--- config.mk ---
export PLATFORM = sky130hd
export DESIGN_NAME = input_conditioner_flat
export DESIGN_NICKNAME = d
export VERILOG_FILES = /design/src/rtl/input_conditioner_if.sv /design/src/rtl/input_conditioner.sv /design/src/flat_wrapper.sv
export SDC_FILE = /design/constraint.sdc
export NUM_CORES = 1
export LEC_CHECK = 0
export ABC_CLOCK_PERIOD_IN_PS = 2640
export BUFFER_PORTS_ARGS = -buffer_cell sky130_fd_sc_hd__clkbuf_2
export CAP_MARGIN = 20
export CORE_ASPECT_RATIO = 2
export CORE_MARGIN = 2
export CORE_UTILIZATION = 58
export CTS_CLUSTER_DIAMETER = 200
export DETAILED_ROUTE_END_ITERATION = 6
export HOLD_SLACK_MARGIN = 0.1
export MAX_ROUTING_LAYER = met4
export PLACE_DENSITY = 0.74
export SLEW_MARGIN = 10
export SYNTH_ARGS = -nofsm -noshare
export SYNTH_HDL_FRONTEND = slang
export SYNTH_SLANG_ARGS = --single-unit
--- constraint.sdc ---
create_clock -name HCLK -period 2.64 [get_ports HCLK]
set_clock_uncertainty 0.15 [all_clocks]
set_input_delay 0.264 -clock HCLK [delete_from_list [all_inputs] [get_ports HCLK]]
set_output_delay 0.264 -clock HCLK [all_outputs]
set_load 0.01 [all_outputs]
--- src/rtl/input_conditioner_if.sv ---
`default_nettype none
// ============================================================================
//  Module   : input_conditioner_if
//  Brief    : Button pad / conditioned-output bundle for input_conditioner.
//  Revision : 1.0  initial release
// ============================================================================
interface input_conditioner_if #(
  parameter int NUM_CH = 4
);
  logic [NUM_CH-1:0] nIn;
  logic [NUM_CH-1:0] En;
  logic [NUM_CH-1:0] RepeatEn;
  logic [NUM_CH-1:0] Level;
  logic [NUM_CH-1:0] Press;
  logic [NUM_CH-1:0] Release;
  logic [NUM_CH-1:0] LongPress;
  logic [NUM_CH-1:0] Held;

  modport master (
    output nIn, En, RepeatEn,
    input  Level, Press, Release, LongPress, Held
  );

  modport slave (
    input  nIn, En, RepeatEn,
    output Level, Press, Release, LongPress, Held
  );
endinterface
`default_nettype wire

--- src/rtl/input_conditioner.sv ---
`default_nettype none
// ============================================================================
//  Module   : input_conditioner
//  Brief    : Per-channel button synchroniser, debouncer, edge pulses,
//             long-press detection and auto-repeat.
//  Revision : 1.0  initial release
// ============================================================================
module input_conditioner #(
  parameter int NUM_CH          = 4,
  parameter int SYNC_STAGES     = 2,
  parameter int DEBOUNCE_CYCLES = 16,
  parameter int LONG_CYCLES     = 1024,
  parameter int REPEAT_CYCLES   = 256
) (
  input  wire logic          HCLK,
  input  wire logic          HRESETn,
  input_conditioner_if.slave bus
);

  localparam int c_MAX_DL = (DEBOUNCE_CYCLES > LONG_CYCLES) ? DEBOUNCE_CYCLES : LONG_CYCLES;
  localparam int c_MAX    = (c_MAX_DL > REPEAT_CYCLES) ? c_MAX_DL : REPEAT_CYCLES;
  localparam int CNT_W    = $clog2(c_MAX + 1);

  localparam logic [CNT_W-1:0] c_DB_LAST   = CNT_W'(DEBOUNCE_CYCLES - 1);
  localparam logic [CNT_W-1:0] c_LONG_LAST = CNT_W'(LONG_CYCLES - 1);
  localparam logic [CNT_W-1:0] c_REP_LAST  = CNT_W'(REPEAT_CYCLES - 1);
  localparam logic [CNT_W-1:0] c_ONE       = CNT_W'(1);

  typedef enum logic [1:0] {
    ST_REL     = 2'd0,
    ST_PRESSED = 2'd1,
    ST_LONG    = 2'd2
  } state_t;

  logic [NUM_CH-1:0] w_level;
  logic [NUM_CH-1:0] w_press;
  logic [NUM_CH-1:0] w_release;
  logic [NUM_CH-1:0] w_long;
  logic [NUM_CH-1:0] w_held;

  for (genvar gi = 0; gi < NUM_CH; gi++) begin : g_ch
    logic [SYNC_STAGES-1:0] r_sync;
    logic [CNT_W-1:0]       r_cnt;
    logic [CNT_W-1:0]       r_hcnt;
    state_t                 r_state;
    logic                   r_level;
    logic                   r_press;
    logic                   r_release;
    logic                   r_long;
    logic                   r_held;
    logic                   w_s;
    logic                   w_accept;
    logic                   w_acc_press;
    logic                   w_acc_rel;

    // Pads idle high, so the chain presets to "released".
    always_ff @(posedge HCLK or negedge HRESETn) begin
      if (!HRESETn) begin
        r_sync <= '1;
      end else begin
        r_sync <= {r_sync[SYNC_STAGES-2:0], bus.nIn[gi]};
      end
    end

    assign w_s         = ~r_sync[SYNC_STAGES-1];
    assign w_accept    = (w_s != r_level) && (r_cnt == c_DB_LAST);
    assign w_acc_press = w_accept & w_s;
    assign w_acc_rel   = w_accept & ~w_s;

    always_ff @(posedge HCLK or negedge HRESETn) begin
      if (!HRESETn) begin
        r_cnt     <= '0;
        r_hcnt    <= '0;
        r_state   <= ST_REL;
        r_level   <= 1'b0;
        r_press   <= 1'b0;
        r_release <= 1'b0;
        r_long    <= 1'b0;
        r_held    <= 1'b0;
      end else begin
        r_press   <= 1'b0;
        r_release <= 1'b0;
        r_long    <= 1'b0;
        if (!bus.En[gi]) begin
          r_cnt   <= '0;
          r_hcnt  <= '0;
          r_state <= ST_REL;
          r_level <= 1'b0;
          r_held  <= 1'b0;
        end else begin
          if (w_s != r_level) begin
            if (r_cnt == c_DB_LAST) begin
              r_level   <= w_s;
              r_cnt     <= '0;
              r_press   <= w_s;
              r_release <= ~w_s;
            end else begin
              r_cnt <= r_cnt + c_ONE;
            end
          end else begin
            r_cnt <= '0;
          end

          // A release accepted on a threshold cycle takes priority.
          case (r_state)
            ST_REL: begin
              if (w_acc_press) begin
                r_state <= ST_PRESSED;
                r_hcnt  <= '0;
              end
            end
            ST_PRESSED: begin
              if (w_acc_rel) begin
                r_state <= ST_REL;
                r_hcnt  <= '0;
                r_held  <= 1'b0;
              end else if (r_hcnt == c_LONG_LAST) begin
                r_long  <= 1'b1;
                r_held  <= 1'b1;
                r_state <= ST_LONG;
                r_hcnt  <= '0;
              end else begin
                r_hcnt <= r_hcnt + c_ONE;
              end
            end
            ST_LONG: begin
              if (w_acc_rel) begin
                r_state <= ST_REL;
                r_hcnt  <= '0;
                r_held  <= 1'b0;
              end else if (!bus.RepeatEn[gi]) begin
                r_hcnt <= '0;
              end else if (r_hcnt == c_REP_LAST) begin
                r_long <= 1'b1;
                r_hcnt <= '0;
              end else begin
                r_hcnt <= r_hcnt + c_ONE;
              end
            end
            default: begin
              r_state <= ST_REL;
              r_hcnt  <= '0;
              r_held  <= 1'b0;
            end
          endcase
        end
      end
    end

    assign w_level[gi]   = r_level;
    assign w_press[gi]   = r_press;
    assign w_release[gi] = r_release;
    assign w_long[gi]    = r_long;
    assign w_held[gi]    = r_held;
  end

  assign bus.Level     = w_level;
  assign bus.Press     = w_press;
  assign bus.Release   = w_release;
  assign bus.LongPress = w_long;
  assign bus.Held      = w_held;

endmodule
`default_nettype wire

--- src/flat_wrapper.sv ---
// flat-port wrapper written by rule: the top's interface ports become plain ports
module input_conditioner_flat 
#(
  parameter int NUM_CH          = 4,
  parameter int SYNC_STAGES     = 2,
  parameter int DEBOUNCE_CYCLES = 16,
  parameter int LONG_CYCLES     = 1024,
  parameter int REPEAT_CYCLES   = 256
)
  (HCLK, HRESETn, bus_nIn, bus_En, bus_RepeatEn, bus_Level, bus_Press, bus_Release, bus_LongPress, bus_Held);
  input_conditioner_if #(.NUM_CH(NUM_CH)) bus_i ();
  input  wire logic HCLK;
  input  wire logic HRESETn;
  input wire logic [$bits(bus_i.nIn)-1:0] bus_nIn;
  input wire logic [$bits(bus_i.En)-1:0] bus_En;
  input wire logic [$bits(bus_i.RepeatEn)-1:0] bus_RepeatEn;
  output wire logic [$bits(bus_i.Level)-1:0] bus_Level;
  output wire logic [$bits(bus_i.Press)-1:0] bus_Press;
  output wire logic [$bits(bus_i.Release)-1:0] bus_Release;
  output wire logic [$bits(bus_i.LongPress)-1:0] bus_LongPress;
  output wire logic [$bits(bus_i.Held)-1:0] bus_Held;
  assign bus_i.nIn = bus_nIn;
  assign bus_i.En = bus_En;
  assign bus_i.RepeatEn = bus_RepeatEn;
  assign bus_Level = bus_i.Level;
  assign bus_Press = bus_i.Press;
  assign bus_Release = bus_i.Release;
  assign bus_LongPress = bus_i.LongPress;
  assign bus_Held = bus_i.Held;
  input_conditioner #(.NUM_CH(NUM_CH), .SYNC_STAGES(SYNC_STAGES), .DEBOUNCE_CYCLES(DEBOUNCE_CYCLES), .LONG_CYCLES(LONG_CYCLES), .REPEAT_CYCLES(REPEAT_CYCLES)) u_core (.HCLK(HCLK), .HRESETn(HRESETn), .bus(bus_i));
endmodule
==> metrics.yaml <==
synth:
  synth_xor_area_share_pct: 4.00
  synth.area.mux_share_pct: 0.608
  yosys_register_bits: 124
  dominantRegCellSynth: "sky130_fd_sc_hd__dfrtp_1"
  yosys.area_share.simple_pct: 26.3
  synth_enable_flop_cells: 0
  synth_seq_area_share_pct: 45.8
  yosys_warnings: 0
  synth_compound_area_share_pct: 14.2
  combinational_family_with_the_most_area_after_synthesis: "simple AND/OR/NAND/NOR gates"
  postSynthAreaPerCell_um2: 9.29
  synth_area_um2: 6790
  post_synth_fa_ha_maj_area_fraction_pct: 3.87
  post_synth_num_cell_types: 71
  async_reset_ff_share_pct: 100
  synthCells: 731
  syn_nets: 766
clock_network:
  clock_tree.root_cell: "sky130_fd_sc_hd__clkbuf_16"
  tritoncts: "built"
  cts.clk_slew.worst_paths_ns: 0.06
  number_of_sinks_on_the_clock_net: 124
  insertion_delay_ns: 0.42
  cts_buffer_depth: 2
  h_tree_lvl_count: 4
  tritoncts.num_buffers: 17
timing:
  final_min_period_over_clock_period_pct: 93.2
  min_tclk_post_route_ns: 2.46
  report.final.hold_viol_count: 0
  achievable-frequency_mhz: 407
  grt_setup_unrepaired: "no"
  tns_ns: 0
  finalSetupViolations: 0
  final-max-slew-violation-count: 0
  worst_slew_pin_slew_ns: 0.865
  slew-limit-headroom_pct: 42.1
critical_path:
  critical_path.endpoint: "u_core.g_ch[3].r_hcnt[7]"
  timing.critical_path.cells: "or4_4, nor4b_4, a21oi_1, or3_1, o211ai_1"
  path_max_fanout: 8
  cp_data_arrival_time_ns: 2.64
  regToRegSetupSlack_ns: 0.18
  crit_path_max_incr_delay_ns: 0.58
  cpMaxStageDelayCell: "sky130_fd_sc_hd__or4_4"
  timing.reg2reg.worst_path_depth: 5
  rr_startpoint: "u_core.g_ch[3].r_cnt[5]"
  critPathCaptureType: "flop"
  timing_worst_setup_path_type: "flop to flop"
  r2r_end: "u_core.g_ch[3].r_hcnt[7]"
  setup.worst_path.start_class: "flop"
  worstSetupStartpoint: "u_core.g_ch[3].r_cnt[5]"
  timing.critical_path.required_ns: 2.82
global_route:
  grt_util_all_layers_pct: 23.7
  number_of_global_route_vias_before_repair: 5275
  antenna_found_initial: 0
  grt_max_degree: 45
  global_route.overflow_total: 0
  grt_pass1_wl_um: 23400
pwr:
  power.static_leakage_nw: 3.39
  worst_ir_drop_vdd_uv: 529
  p_per_area_nw_per_um2: 667
final_layout:
  drive_gt1_share_pct: 13.1
  layout.core_utilization_pct: 67.3
  most-common-layout-cells: "116 x sky130_fd_sc_hd__dfrtp_1, 78 x sky130_fd_sc_hd__nand2_1, 73 x sky130_fd_sc_hd__nor2_1"
  layout_commonest_cell: "sky130_fd_sc_hd__dfrtp_1"
  antenna-diode-count: 0
  finalNetCount: 799
  area_growth_pct: 14.5
  register_area_um2: 3110
  multi_input_area_um2: 3330
  fin_area_um2: 7780
  n_fill_cell: 895
die:
  core_um2: 11600
  fp.dieArea_um2: 12600
  io-pin-count: 34
  rows: 56
  initial_utilization_pct: 58.8
  fp.dieH_um: 157
  width_of_the_chip_um: 80.5
routing:
  route.antenna.remaining_nets: 0
  detail_route.wl_per_cell_um: 14.6
  vias: 5487
  route.detailed.vias_per_inst: 5.95
  detail_route.wirelength_um: 13500
  first_iter_violations: 411
  drc: 0
  drt-pass1-iter-count: 5
worst_hold_path:
  min_path_type: "input pin to flop"
status:
  status: "finished, final reports clean"
flow_run:
  max-cap-violations: 0
placement:
  post_dp_cell_area_um2: 7020
  hpwl_um: 9100
  place.port_buffers: 33
  gpl.final_weighted_congestion: 0.861
area by class of cell:
cell class | instances | area share [%]
clock buffer | 19 | 5.82
clock inverter | 13 | 2.45
inverter | 29 | 1.40
multi-input combinational | 535 | 42.8
sequential | 124 | 40.0
tap | 145 | 2.33
timing repair buffer | 57 | 5.15
through the flow:
stage / setup slack [ns] / hold WS (ns) / power, mW / instances
finish: 0.180 / 0.148 / 5.19 / 922
global route: 0.0457 / 0.193 / 5.42 / 922
CTS: 0.114 / 0.134 / 5.22 / 922
detailed placement: 0.170 / 0.151 / 2.69 / 879
global placement: 0.230 / 0.151 / 2.68 / 879
floorplan: 0.293 / -0.182 / 2.48 / 731
cells in the mapped netlist (16+ instances only):
cell type | n | area, um^2
sky130_fd_sc_hd__dfrtp_1 | 116 | 2900
sky130_fd_sc_hd__nor2_1 | 73 | 274
sky130_fd_sc_hd__o211ai_1 | 16 | 120
sky130_fd_sc_hd__a21oi_1 | 21 | 105
sky130_fd_sc_hd__xnor2_1 | 17 | 149
sky130_fd_sc_hd__nor3_1 | 20 | 100
sky130_fd_sc_hd__nand3_1 | 47 | 235
sky130_fd_sc_hd__nand4_1 | 20 | 125
sky130_fd_sc_hd__nand2_1 | 78 | 293
sky130_fd_sc_hd__clkbuf_1 | 19 | 71.3
sky130_fd_sc_hd__inv_1 | 29 | 109
sky130_fd_sc_hd__buf_4 | 20 | 150
sky130_fd_sc_hd__ha_1 | 21 | 263
sky130_fd_sc_hd__and3_1 | 25 | 156
sky130_fd_sc_hd__o21ai_1 | 18 | 90.1
routing by layer:
layer | up-vias | wire (um) | track usage (%)
met5 | - | 0 | -
met3 | 15 | 509 | 4.87
met1 | 2661 | 6250 | 30.7
met4 | 0 | 169 | 10.1
met2 | 110 | 6570 | 36.1
li1 | 2701 | - | -
how the worst min path moves through the flow:
| stage | endpoint | start | slack [ns] | depth (start not counted) |
|---|---|---|---|---|
| finish | u_core.g_ch[1].r_long | bus_RepeatEn[1] | 0.15 | 5 |
| global route | u_core.g_ch[1].r_long | bus_RepeatEn[1] | 0.19 | 5 |
| global placement | u_core.g_ch[2].r_hcnt[9] | HRESETn | 0.15 | 1 |
| floorplan | u_core.g_ch[0].r_cnt[0] | HRESETn | -0.18 | 0 |
| CTS | u_core.g_ch[1].r_long | bus_RepeatEn[1] | 0.13 | 5 |
| detailed placement | u_core.g_ch[2].r_hcnt[9] | HRESETn | 0.15 | 1 |
state kept, by name (all words and copies together), names as in the netlist:
name	count
u_core.g_ch.r_cnt	44
u_core.g_ch.r_hcnt	44
u_core.g_ch.r_state	8
u_core.g_ch.r_sync	8
u_core.g_ch.r_held	4
u_core.g_ch.r_level	4
u_core.g_ch.r_long	4
u_core.g_ch.r_press	4
u_core.g_ch.r_release	4
cell families (layout without fill, tap and decap cells):
| logic type | Yosys count | count (layout) |
|---|---|---|
| AND/OR/NAND/NOR | 336 | 336 |
| adder cells (fa/ha/maj) | 21 | 21 |
| AO/OA/AOI/OAI | 143 | 143 |
| multiplexers | 4 | 4 |
| XOR/XNOR | 31 | 31 |
| flip-flops | 124 | 124 |
| buffers and inverters | 72 | 118 |
report_power, final:
part / internal (mW) / leakage [nW] / total (mW) / switching, mW
logic: 0.248 / 1.39 / 0.696 / 0.448
registers: 1.95 / 1.70 / 1.99 / 0.0362
clock network: 1.63 / 0.302 / 2.51 / 0.872
total: 3.83 / 3.39 / 5.19 / 1.36
worst max-delay path: cells and delay by family, from the launching register on:
kind	cells	cell delay, ns
and+or+nand+nor	3	1.37
AOI/OAI and AO/OA	2	0.43
DFF	1	0.43
timing repair:
action                                 in CTS  in global routing
gates resized for setup                     0                  1
setup endpoints to repair                   0                  6
hold buffers                               11                  0
setup buffers                               0                  0
endpoints found under the hold margin      69                  0
(Power assumes the default switching activity.)
